### src/rtl/noc_link_buffer.sv
// noc_link_buffer: first-word fall-through link FIFO with optional packet-protocol checker.
// Define RAVENOC_LINK_PKT_CHK_EN to build the packet FSM, err_o and pkt_open_o.
module noc_link_buffer #(
    parameter int FLIT_WIDTH = 34,
    parameter int DEPTH      = 4
) (
    input  logic                       clk_noc,
    input  logic                       arst_noc,
    input  logic [FLIT_WIDTH-1:0]      flit_i,
    input  logic                       valid_i,
    output logic                       ready_o,
    output logic [FLIT_WIDTH-1:0]      flit_o,
    output logic                       valid_o,
    input  logic                       ready_i,
    output logic [$clog2(DEPTH):0]     count_o,
    output logic                       err_o,
    input  logic                       err_clr_i,
    output logic                       pkt_open_o
);
    localparam int AW = $clog2(DEPTH);
    localparam int CW = AW + 1;

    logic [FLIT_WIDTH-1:0] mem [DEPTH];
    logic [AW:0]           wr_ptr, rd_ptr;
    logic                  push, pop;

    // Extra pointer MSB separates full from empty, so the difference is the occupancy.
    assign count_o = wr_ptr - rd_ptr;
    assign ready_o = count_o != CW'(DEPTH);
    assign valid_o = count_o != '0;
    assign push    = valid_i && ready_o;
    assign pop     = valid_o && ready_i;
    assign flit_o  = mem[rd_ptr[AW-1:0]];

    always_ff @(posedge clk_noc or negedge arst_noc) begin
        if (!arst_noc) begin
            wr_ptr <= '0;
            rd_ptr <= '0;
        end else begin
            if (push) wr_ptr <= wr_ptr + 1'b1;
            if (pop)  rd_ptr <= rd_ptr + 1'b1;
        end
    end

    always_ff @(posedge clk_noc) begin
        if (push) mem[wr_ptr[AW-1:0]] <= flit_i;
    end

`ifdef RAVENOC_LINK_PKT_CHK_EN
    typedef enum logic [1:0] {HEAD = 2'b00, BODY = 2'b01, TAIL = 2'b10, HEAD_TAIL = 2'b11} flit_type_t;
    typedef enum logic {IDLE, IN_PKT} pkt_state_t;

    pkt_state_t state, state_nxt;
    flit_type_t ftype;
    logic       err_set, err_q;

    assign ftype = flit_type_t'(flit_i[FLIT_WIDTH-1 -: 2]);

    // Only accepted flits advance the checker; offending flits leave the state as is.
    always_comb begin
        state_nxt = state;
        err_set   = 1'b0;
        if (push) begin
            if (state == IDLE) begin
                state_nxt = (ftype == HEAD) ? IN_PKT : IDLE;
                err_set   = (ftype == BODY) || (ftype == TAIL);
            end else begin
                state_nxt = (ftype == TAIL) ? IDLE : IN_PKT;
                err_set   = (ftype == HEAD) || (ftype == HEAD_TAIL);
            end
        end
    end

    always_ff @(posedge clk_noc or negedge arst_noc) begin
        if (!arst_noc) begin
            state <= IDLE;
            err_q <= 1'b0;
        end else begin
            state <= state_nxt;
            err_q <= err_set ? 1'b1 : (err_clr_i ? 1'b0 : err_q);
        end
    end

    assign err_o      = err_q;
    assign pkt_open_o = state == IN_PKT;
`else
    logic unused_err_clr;
    assign unused_err_clr = err_clr_i;
    assign err_o          = 1'b0;
    assign pkt_open_o     = 1'b0;
`endif
endmodule
### config.mk
export PLATFORM = sky130hd
export DESIGN_NAME = noc_link_buffer
export DESIGN_NICKNAME = d
export VERILOG_FILES = /design/src/rtl/noc_link_buffer.sv
export SDC_FILE = /design/constraint.sdc
export NUM_CORES = 1
export LEC_CHECK = 0
export CELL_PAD_IN_SITES_DETAIL_PLACEMENT = 1
export CELL_PAD_IN_SITES_GLOBAL_PLACEMENT = 1
export CORE_ASPECT_RATIO = 1.2
export CORE_MARGIN = 10
export CORE_UTILIZATION = 35
export CTS_CLUSTER_SIZE = 20
export DETAILED_ROUTE_END_ITERATION = 12
export HOLD_SLACK_MARGIN = 0.08
export PLACE_DENSITY = 0.73
export SYNTH_ARGS = -nofsm -noshare
export SYNTH_HDL_FRONTEND = slang
export SYNTH_SLANG_ARGS = --single-unit
export TNS_END_PERCENT = 5
### constraint.sdc
create_clock -name clk_noc -period 6.61 [get_ports clk_noc]
set_clock_uncertainty 0.2 [all_clocks]
set_input_delay 1.322 -clock clk_noc [delete_from_list [all_inputs] [get_ports clk_noc]]
set_output_delay 1.322 -clock clk_noc [all_outputs]
set_load 0.02 [all_outputs]
After elaboration in Yosys (flattened, before gate mapping)
Memory sizes are Yosys's and may differ from the RTL's.
Index checks and enable logic that the tools add are counted.
- add/sub/neg operators: 3
- equal/unequal tests: 1
- mux-type cells: 2
- reductions and logical operators: 3
- operators by type and width (kind ; count):
    $add 3x1->3 const B ; 2
    $ne 3x3->1 const B ; 1
    $reduce_bool 3->1 ; 1
    $sub 3x3->3 ; 1
    $logic_and 1x1->1 ; 2
    $mux 1 ; 2
- register bits: 6
- bits in writable memories: 136
- bits of input ports: 39
- memories kept: 1
- memories (memory ; words ; bits a word ; rd ports ; clocked after Yosys merged registers in ; wr ports ; RTL line ; text):
    mem ; 4 ; 34 ; 1 ; 0 ; 1 ; 23 ; logic [FLIT_WIDTH-1:0] mem [DEPTH];

Depth between registers and ports, before layout
Gate-level depths: netlist (run 1).
- depth after elaboration: 5
- mapped depth: 7

Least setup slack after synthesis (run 1)
No wires, ideal clock.
- kind: register to register
- from: register wr_ptr[0]
- to: memory mem[3][0], enable pin
- arrival: 3157 ps
- path slack: 2816 ps
- stages on the path, launching flop included: 7
- path buffers: 0
- cell sequence: dfrtp_1 inv_1 ha_1 fa_1 xnor3_2 inv_2 a21oi_1
- longest elaborated chain between the ends: 5
- RTL lines (what ; RTL line ; text):
    start, declared ; 24 ; logic [AW:0] wr_ptr, rd_ptr;
    start signal, assigned ; 40 ; if (push) wr_ptr <= wr_ptr + 1'b1;
    $sub 3x3->3 ; 28 ; assign count_o = wr_ptr - rd_ptr;
    named net count_o[2] ; 15 ; output logic [$clog2(DEPTH):0] count_o,
    $ne 3x3->1 ; 29 ; assign ready_o = count_o != CW'(DEPTH);
    $logic_and 1x1->1 ; 31 ; assign push = valid_i && ready_o;
    $mux 1 ; 46 ; if (push) mem[wr_ptr[AW-1:0]] <= flit_i;
    $mux 1 (implied by the code) ; 46 ;
    end, declared ; 23 ;
The timed path passes the listed nets, and every way through them passes these cells.

Worst setup path after layout (run 1)
- from: register rd_ptr[1]
- to: output ready_o
- longest elaborated chain between the ends: 2
- RTL lines (what ; RTL line ; text):
    start, declared ; 24 ;
    start signal, assigned ; 41 ; if (pop) rd_ptr <= rd_ptr + 1'b1;
    $sub 3x3->3 ; 28 ;
    $ne 3x3->1 ; 29 ;
    end, declared ; 11 ; output logic ready_o,
Every way passes these cells.

==> results of run 1 <==
==> per-stage QoR <==
step                      instance area, sq um  total power [mW]  utilization (%)  cells  setup WS (ps)
after floorplan                           5360              2.18                -    225           2820
after global placement                    6360              2.77             42.3    497           2440
after global routing                      6940              3.89             46.2    529           1850
after CTS                                 6940              3.76             46.2    529           1950
after detailed placement                  6360              2.81             42.3    497           2390
final                                     6940              3.68             46.2    529           2020
==> registers in the layout, summed over array words and instances (netlist names) <==
signal	cells
rd_ptr	3
wr_ptr	3
mem	136
==> metal layers <==
metal / track usage, % / up-vias / part of all wire [%]
met5: 0 / - / 0
met2: 19.6 / 57 / 55
met3: 4.03 / 11 / 4.4
met4: 4.88 / 0 / 1.6
met1: 11.5 / 1287 / 39
li1: - / 1110 / -
==> cell usage in the layout, fill, tap and decap left out, types with 2 or more instances in the layout <==
cell type        instances
xnor2_1                  3
clkdlybuf4s50_1         76
bufinv_16                3
clkinv_4                 3
edfxtp_1               136
clkbuf_16               17
conb_1                   2
and3_2                   3
ha_1                     6
dfrtp_1                  4
clkbuf_1                 4
inv_1                    4
clkinv_2                 3
dfrtp_2                  2
nand2_1                  5
buf_4                    2
nor3_1                   4
mux4_2                  34
o21ai_2                  2
==> critical path: stages (launching register included) <==
cell and delay [ps]:
dfrtp_2 1020, fa_1 590, and2_1 240, nand2_1 160, clkdlybuf4s50_1 650
==> power groups by stage <==
stage          clock network (mW)  registers, mW  logic [mW]
6_report                    0.939           1.36        1.38
5_1_grt                      1.00           1.38        1.50
4_1_cts                     0.965           1.37        1.43
3_5_place_dp                    0           1.38        1.42
3_3_place_gp                    0           1.36        1.40
2_1_floorplan                   0           1.31       0.870
==> how the worst max path moves through the flow <==
stage                          from   endpoint  slack [ps]  depth (start not counted)
after floorplan           wr_ptr[0]  mem[3][0]        2820                          6
after global placement    rd_ptr[1]    ready_o        2440                          4
after detailed placement  rd_ptr[1]    ready_o        2390                          4
after CTS                 rd_ptr[1]    ready_o        1950                          4
after global routing      rd_ptr[1]    ready_o        1850                          4
final                     rd_ptr[1]    ready_o        2020                          4
==> final cells by class <==
cell class | count | area [sq um] | share of cell area (%)
clock buffers | 21 | 440 | 6.34
clock inverters | 11 | 143 | 2.05
inverters | 5 | 18.8 | 0.270
multi-input cells | 68 | 1070 | 15.5
flip-flops and latches | 142 | 4240 | 61.0
well taps | 204 | 255 | 3.68
repair buffers | 78 | 776 | 11.2
==> cells by family after synthesis <==
| logic type | after synthesis | synth area share (%) |
|---|---|---|
| AND/OR/NAND/NOR | 13 | 1.19 |
| adder cells (fa/ha/maj) | 7 | 1.77 |
| other | 1 | 0.0700 |
| AO/OA/AOI/OAI | 5 | 0.771 |
| buffers and inverters | 15 | 1.28 |
| XOR/XNOR | 5 | 1.10 |
| multiplexers | 36 | 14.8 |
| flip-flops | 142 | 79.0 |
==> results.md, run 1 <==
* Netlist cell types at 24
* Flop pwr share at between 30% and 40%
* Core area at ~15000 sq um
* Final setup fails at 0
* Hold WC Path Type: flop to flop
* WL final at 10800 um
* CTS Buf Count at 17
* Initial Utilization at a little over a third
* Reg2reg start: rd_ptr[1]
* Slew @ Worst Pin at 990 ps
* DRC at 0
* CTS tree: yes
* Gr usage total at 11.0%
* Clock slew at reported path FFs at 60 ps
* Clk pwr share at 25.5%
* # nets final at 358
* RSZ-0062 raised after global routing: false
* Top FF cell, synth: edfxtp_1
* # fillers at 1364
* Fin crit share at 69.4%
* Most frequent cell after synthesis: edfxtp_1
* VDD IR max at 241 uV
* Layout cells sized above 1 at 23.4%
* Net Switching at 1.18 mW
* Avg WL per Cell at 20.4 um
* First-pass GRT wire length at 17100 um
* CP max FO at 37
* Area grow syn2layout at 29.6%
* Int Power at 2.50 mW
* Setup TNS at 0 ps
* Synth area leaders: edfxtp_1 76%, mux4_2 14%, dfrtp_1 2.8%, ha_1 1.4%, xnor2_1 0.49%
* Hold-fix buffers, CTS at 0
* Clock Path Buffers at 2
* Final Hold Slack at approximately 360 ps
* Pre-antenna DRT Iters at 4
* Number of synthesized flops with an enable pin at 136
* Vias at 2465
* Rows at 49
* CP Launch Type: flop
* Max-slew violations at 0
* FFs w/ async S/R, synth at 4.23%
* Port Buf Inserts at 76
* Critical path endpoint category: output pin
* Leak at around 2.3 nW
* Worst hold endpoint: wr_ptr[0]
* Status: completed
* Final hold viol count at 0
* Pwr/cell area at around 530 nW/um^2
* Arrival @ worst endpoint at 3060 ps
* Worst-skew pair later-pin latency at 410 ps
* Worst endpoint required time at 5090 ps
* Warnings from Yosys at 0
* Antenna cell count at 0
* Endpoint of the lowest-slack register-to-register path: mem[1][1]
* H-tree depth at 4
* Reg2Reg Depth at 4
* Switching Fraction at between 30 and 40%
* Comb power frac at 37.5%
* Tmin final at 4590 ps
* FF+latch count, synth at 142
* GR Overflow Total at 0
* Maximum capacitance violations at 0
* Initial drt markers at about 130
* Cell area after synthesis at 5360 sq um
* Pin count of the biggest net entering global routing at 38
* Top-area cell type share of the netlist area at ~76%
* GP Congestion at ~0.72
* Height of the die at 156 um
* Max transition margin at between 30% and 40%
* Post-cts repair resize count at 0
* Setup Fix Bufs, Post-CTS at 0
* Vias in the first global route at 2936
* Synth Instances at about 220
* Die W at between 100 and 150 um
* Hold path start: wr_ptr[0]
* Commonest cells in the netlist: 136 x edfxtp_1, 34 x mux4_2, 6 x dfrtp_1, 6 x ha_1, 5 x nand2_1
* Syn_area_per_cell at 23.9 sq um
* Root Driver: clkbuf_16
* Setup CP Type: flop to output pin
* DPL Wire Length at roughly 6700 um
* Clock Sinks at 142
* Achievable Freq at 218 MHz
* Die area at around 21000 sq um
* Antenna violations before repair at 0
* Flop2flop setup slack at 3130 ps
* Vias per cell at roughly 4.7
* Sequential-to-total area share from yosys stat at slightly below 80%
* Hold Path Stages at 1
* I/O pins at 80
* Yosys top cell by area: edfxtp_1
* Routed Antenna Nets at 0
Power figures use the tool's default switching activity.
==> inputs of run 2 (changes only) <==
PLACE_DENSITY = 0.75   (was 0.73)
clock period = 3.8 ns   (was 6.61 ns; I/O delays follow)
==> run 2 against run 1 <==
  * Cell area increased by 1.8%
  * First-iteration DRC count rose by 0.78%
  * Clock power grew 82%
  * Global-route usage rose by 0.13 points
  * Power is 78% higher
  * Critical endpoint is now count_o[2]
==> results.md, run 2 (synthesized netlist as in run 1, its figures left out) <==
* WL final at 11000 um (+2.4%)
* Worst endpoint required time at 2840 ps (-2250 ps)
* Clock Path Buffers at 2 (unchanged)
* Die area at 20700 sq um (unchanged)
* DRC at 0 (unchanged)
* Max-slew violations at 0 (unchanged)
* Layout cells sized above 1 at 25.2% (+1.8 points)
* Pwr/cell area at 928 nW/um^2 (+75%)
* Clock slew at reported path FFs at 50 ps (about the same)
* Slew @ Worst Pin at 749 ps (-240 ps)
* Commonest cells after routing, fill and taps aside: 136 x edfxtp_1, 75 x clkdlybuf4s50_1, 34 x mux4_2
* Worst path depth at 6 (+2)
* Buffer and inverter count on the worst path at 3 (+2)
* I/O pins at 80 (unchanged)
* H-tree depth at 4 (unchanged)
* Delay-heaviest family, CP: buffers and inverters
* Status: completed
* Setup Fix Bufs, Post-CTS at 0 (unchanged)
* Rows at 49 (unchanged)
* # nets final at 362 (+1.1%)
* Post-DP Area at 6440 sq um (+1.3%)
* Most common cell after layout, fill and taps aside: edfxtp_1
* First-pass GRT wire length at 17300 um (+1.3%)
* Clock Sinks at 142 (unchanged)
* Tmin final at 3620 ps
* Hold Path Stages at 1 (unchanged)
* Pin count of the biggest net entering global routing at 37 (-2.6%)
* Final instance area at 7070 sq um (+1.8%)
* RSZ-0062 raised after global routing: false
* Hold-fix buffers, CTS at 0 (unchanged)
* # fillers at 1375 (+0.81%)
* DPL Wire Length at 7080 um (+6.3%)
* VDD IR max at 421 uV (+75%)
* Crit-path max cell delay at 620 ps (-400 ps)
* Gr usage total at 11.2% (+0.13 points)
* Setup CP Type: flop to output pin
* CP max FO at 4 (-89%)
* CP Launch Type: flop
* Worst-skew pair later-pin latency at 410 ps (about the same)
* Routed Antenna Nets at 0 (unchanged)
* Final cell count without fillers at 534 (+0.95%)
* Die W at 133 um (unchanged)
* Port Buf Inserts at 76 (unchanged)
* Maximum capacitance violations at 0 (unchanged)
* Pre-antenna DRT Iters at 4 (unchanged)
* Initial Utilization at 35.7% (unchanged)
* Final setup fails at 0 (unchanged)
* Setup TNS at 0 ps (unchanged)
* Antenna violations before repair at 1 (+1)
* Number of flip-flops in the largest register at 136 (unchanged)
* Int Power at 4.47 mW (+79%)
* Critical path endpoint category: output pin
* Fin crit share at 95.2%
* Final Total Pwr at 6.56 mW (+78%)
* Hold WC Path Type: flop to flop
* CTS Buf Count at 17 (unchanged)
* Final hold viol count at 0 (unchanged)
* Cells after DPL at 501 (+0.80%)
* Avg WL per Cell at 20.6 um (+1.4%)
* Flop2flop setup slack at 780 ps (-2350 ps)
* Vias in the first global route at 2930 (-0.20%)
* Max transition margin at 49.9% (+16 points)
* Root Driver: clkbuf_16
* Area grow syn2layout at 31.9%
* Worst path cell trace: inv_1, ha_1, fa_1, xnor3_2, inv_2, clkdlybuf4s50_1
* Reg2Reg Depth at 8 (+4)
* Net Switching at 2.09 mW (+77%)
* Final Hold Slack at 350 ps (-10.9 ps)
* Multi-input logic area at 1070 sq um (unchanged)
* Switching Fraction at 31.8% (-0.22 points)
* Slowest CP cell: clkdlybuf4s50_1
* Flop pwr share at 34.6% (-2.3 points)
* Height of the die at 156 um (unchanged)
* Arrival @ worst endpoint at 2660 ps (-400 ps)
* Achievable Freq at 277 MHz
* GR Overflow Total at 0 (unchanged)
* Comb power frac at 39.2% (+1.7 points)
* Core area at 15000 sq um (unchanged)
* Register area at 4240 sq um (unchanged)
* Utilization after layout at 47.0% (+0.82 points)
* GP Congestion at 0.735 (+1.8%)
* Leak at 2.34 nW (+2.0%)
* CTS tree: yes
* Clk pwr share at 26.1% (+0.6 points)
* Vias per cell at 4.70 (+0.79%)
* Setup ws final at 184 ps (-1840 ps)
* Vias at 2508 (+1.7%)
* Initial drt markers at 130 (+0.78%)
* Post-place setup slack at 493 ps (-1890 ps)
run 2: cell count changes in the layout (fill, tap and decap cells not counted), moves of 2 or more:
cell        delta
clkinvlp_4     +2
inv_6          +2
clkbuf_1       -2
buf_12         +4
run 2: timing repair:
item	in CTS	in global routing
setup endpoints to repair	0	1
gates resized for setup	0	1
hold endpoints to repair	0	0
run 2: routing by layer:
metal  global-route usage, %  wire, um  vias up
met4                    5.09       154        0
li1                        -         -     1124
met5                       0         0        -
met1                    11.8      4350     1303
met3                    4.06       563       16
met2                    19.5      5960       65
run 2: path summary, 6_finish.rpt:
check,to,startpoint
setup / recovery,count_o[2],wr_ptr[0]
hold / removal,wr_ptr[0],wr_ptr[0]
setup reg to reg,mem[1][3],wr_ptr[0]
hold reg to reg,wr_ptr[0],wr_ptr[0]
max in group asynchronous,rd_ptr[1],arst_noc
min in group asynchronous,rd_ptr[2],arst_noc
run 2: area by class of cell:
cell class | instances | area share [%]
timing repair buffer | 82 | 12.1
clock inverter | 13 | 2.66
sequential | 142 | 60.0
tap | 204 | 3.61
antenna | 1 | 0.0354
multi-input combinational | 68 | 15.2
clock buffer | 19 | 6.13
inverter | 5 | 0.266
run 2: power by group through the flow:
stage / Clock [mW] / Combinational (mW) / Sequential, mW
final: 1.71 / 2.57 / 2.27
after global routing: 1.84 / 2.77 / 2.31
after CTS: 1.76 / 2.66 / 2.28
after detailed placement: 0 / 2.64 / 2.31
after global placement: 0 / 2.60 / 2.27
after floorplan: 0 / 1.51 / 2.28
run 2: worst reg2reg max path, cell delays in order (launching register included):
cell	delay [ps]
dfrtp_1	420
inv_1	120
ha_1	230
fa_1	450
xnor3_2	300
inv_2	80
nand2_1	120
and3_2	550
buf_12	260
==> inputs of run 3 (changes only) <==
ABC_CLOCK_PERIOD_IN_PS = 3800   (was not set)
CORE_MARGIN = 2   (was 10)
RECOVER_POWER = 50   (was not set)
==> run 3 against run 2 <==
  * Power fell by 1.3%
  * Core utilization hardly changed
  * Combinational power decreased by 2%
  * Maximum frequency is 1.7% higher
  * Die area fell by 21%
  * Largest cell class unchanged
==> results.md, run 3 (synthesized netlist as in run 1, its figures left out) <==
* Cells after DPL at 501 (unchanged)
* Worst hold endpoint: wr_ptr[0]
* Worst endpoint required time at 2840 ps (about the same)
* Gr usage total at 13.9% (+2.7 points)
* CP Launch Type: flop
* RSZ-0062 raised after global routing: false
* Setup CP Type: flop to output pin
* Fin crit share at 93.5% (-1.6 points)
* Met2 wire len at 5500 um (-7.6%)
* Routed Antenna Nets at 0 (unchanged)
* CP max FO at 4 (unchanged)
* Reg2reg start: wr_ptr[0]
* Clock Sinks at 142 (unchanged)
* Post-DP Area at 6440 sq um (unchanged)
* Hold Path Stages at 1 (unchanged)
* Commonest cells after routing, fill and taps aside: 136 x edfxtp_1, 40 x clkdlybuf4s50_1, 35 x dlygate4sd3_1
* Clock Path Buffers at 2 (unchanged)
* First-pass GRT wire length at 16400 um (-5.1%)
* GR Overflow Total at 0 (unchanged)
* Utilization after layout at 47.0% (about the same)
* Antenna violations before repair at 1 (unchanged)
* Status: completed
* Flop2flop setup slack at 640 ps (-140 ps)
* Layout cells sized above 1 at 23.5% (-1.8 points)
* Vias at 2541 (+1.3%)
* Initial Utilization at 35.8% (+0.15 points)
* Hold path start: wr_ptr[0]
* Hold-fix buffers, CTS at 0 (unchanged)
* Top sig layer: met4
* # nets final at 362 (unchanged)
* Die W at 117 um (-12%)
* Routed wl met3 at 413 um (-27%)
* Avg WL per Cell at 19.5 um (-5.4%)
* Clock slew at reported path FFs at 60 ps (about the same)
* Arrival @ worst endpoint at 2590 ps (-70 ps)
* Hold WC Path Type: flop to flop
* CTS tree: yes
* Max-slew violations at 0 (unchanged)
* Setup TNS at 0 ps (unchanged)
* VDD IR max at 342 uV (-19%)
* Number of flip-flops in the largest register at 136 (unchanged)
* Final instance area at 7030 sq um (-0.46%)
* H-tree depth at 4 (unchanged)
* Most common cell after layout, fill and taps aside: edfxtp_1
* Rows at 49 (unchanged)
* Area grow syn2layout at 31.3%
* Final cell count without fillers at 533 (-0.19%)
* Slew @ Worst Pin at 1060 ps (+314 ps)
* Pwr/cell area at 920 nW/um^2 (-0.81%)
* GP Congestion at 0.725 (-1.4%)
* Core area at 15000 sq um (-0.41%)
* Tmin final at 3550 ps (-61.6 ps)
* WL final at 10400 um (-5.6%)
* Final setup fails at 0 (unchanged)
* Final hold viol count at 0 (unchanged)
* Maximum capacitance violations at 0 (unchanged)
* Wl on met1 at 4330 um (-0.48%)
* Die area at 16300 sq um (-21%)
* Pre-antenna DRT Iters at 4 (unchanged)
* Root Driver: clkbuf_16
* Height of the die at 140 um (-10%)
* Achievable Freq at 281 MHz (+1.7%)
* CTS Buf Count at 17 (unchanged)
* Endpoint of the lowest-slack register-to-register path: mem[3][2]
* Max transition margin at 29.1% (-21 points)
* DRC at 0 (unchanged)
* Vias in the first global route at 2856 (-2.5%)
* Port Buf Inserts at 76 (unchanged)
* Pin count of the biggest net entering global routing at 37 (unchanged)
* Vias per cell at 4.77 (+1.5%)
* Reg2Reg Depth at 7 (-1)
* Initial drt markers at 201 (+55%)
* Critical path endpoint category: output pin
* Leak at 2.33 nW (-0.45%)
* DPL Wire Length at 6210 um (-12%)
* I/O pins at 80 (unchanged)
* Worst-skew pair later-pin latency at 410 ps (about the same)
-- run 3: changes by cell type in the layout (fill, tap and decap cells not counted) --
cell | before | now
clkinvlp_4 | 3 | 4
a21oi_2 | 0 | 1
dlygate4sd3_1 | 0 | 35
a21oi_4 | 1 | 0
clkbuf_1 | 2 | 3
clkinv_4 | 2 | 0
inv_6 | 2 | 1
o21ai_0 | 0 | 2
o21ai_2 | 2 | 0
clkdlybuf4s50_1 | 75 | 40
clkinv_2 | 2 | 0
clkinv_1 | 0 | 2
-- run 3: where the power goes --
group	total (mW)	switching (mW)	leakage [nW]	internal, mW
Sequential	2.27	0.102	1.32	2.16
Combinational	2.51	1.32	0.741	1.19
Clock	1.70	0.608	0.278	1.09
Total	6.47	2.03	2.33	4.44
-- run 3: routing by layer --
metal  vias to the layer above  GRT usage [%]
met1                      1346           16.8
met5                         -              0
li1                       1122              -
met4                         0           5.76
met2                        61           23.2
met3                        12           4.01
-- run 3: metrics by stage --
step / hold slack (ps) / setup slack, ps / power [mW]
2_1_floorplan: 264 / 6.31 / 3.79
3_3_place_gp: 321 / 614 / 4.83
3_5_place_dp: 356 / 559 / 4.91
4_1_cts: 369 / 105 / 6.63
5_1_grt: 404 / 116 / 6.79
6_report: 357 / 245 / 6.47
-- run 3: layout make-up --
cell class	instances	area (sq um)
Antenna cell	1	2.50
Fill cell	1433	7930
Multi-Input combinational cell	68	1060
Clock inverter	11	166
Timing Repair Buffer	82	858
Sequential cell	142	4240
Inverter	5	18.8
Clock buffer	20	437
Tap cell	204	255
-- run 3: how the worst max path moves through the flow --
stage	startpoint	end	slack [ps]	depth (start not counted)
floorplan	wr_ptr[0]	mem[3][0]	6	6
global placement	wr_ptr[0]	ready_o	610	7
detailed placement	wr_ptr[0]	ready_o	560	7
CTS	wr_ptr[0]	ready_o	110	7
global route	rd_ptr[0]	flit_o[28]	120	3
finish	wr_ptr[0]	count_o[2]	250	6
-- run 3: critical path: stages, from the launching register on --
cell,delay [ps]
dfrtp_1,420
inv_1,110
ha_1,220
fa_1,440
xnor3_2,280
inv_2,110
clkdlybuf4s50_1,610
-- run 3: timing repair --
action / CTS / global route
endpoints found under the setup margin: 0 / 1
hold endpoints to repair: 0 / 0
resized for setup: 0 / 1
setup buffers: 0 / 0
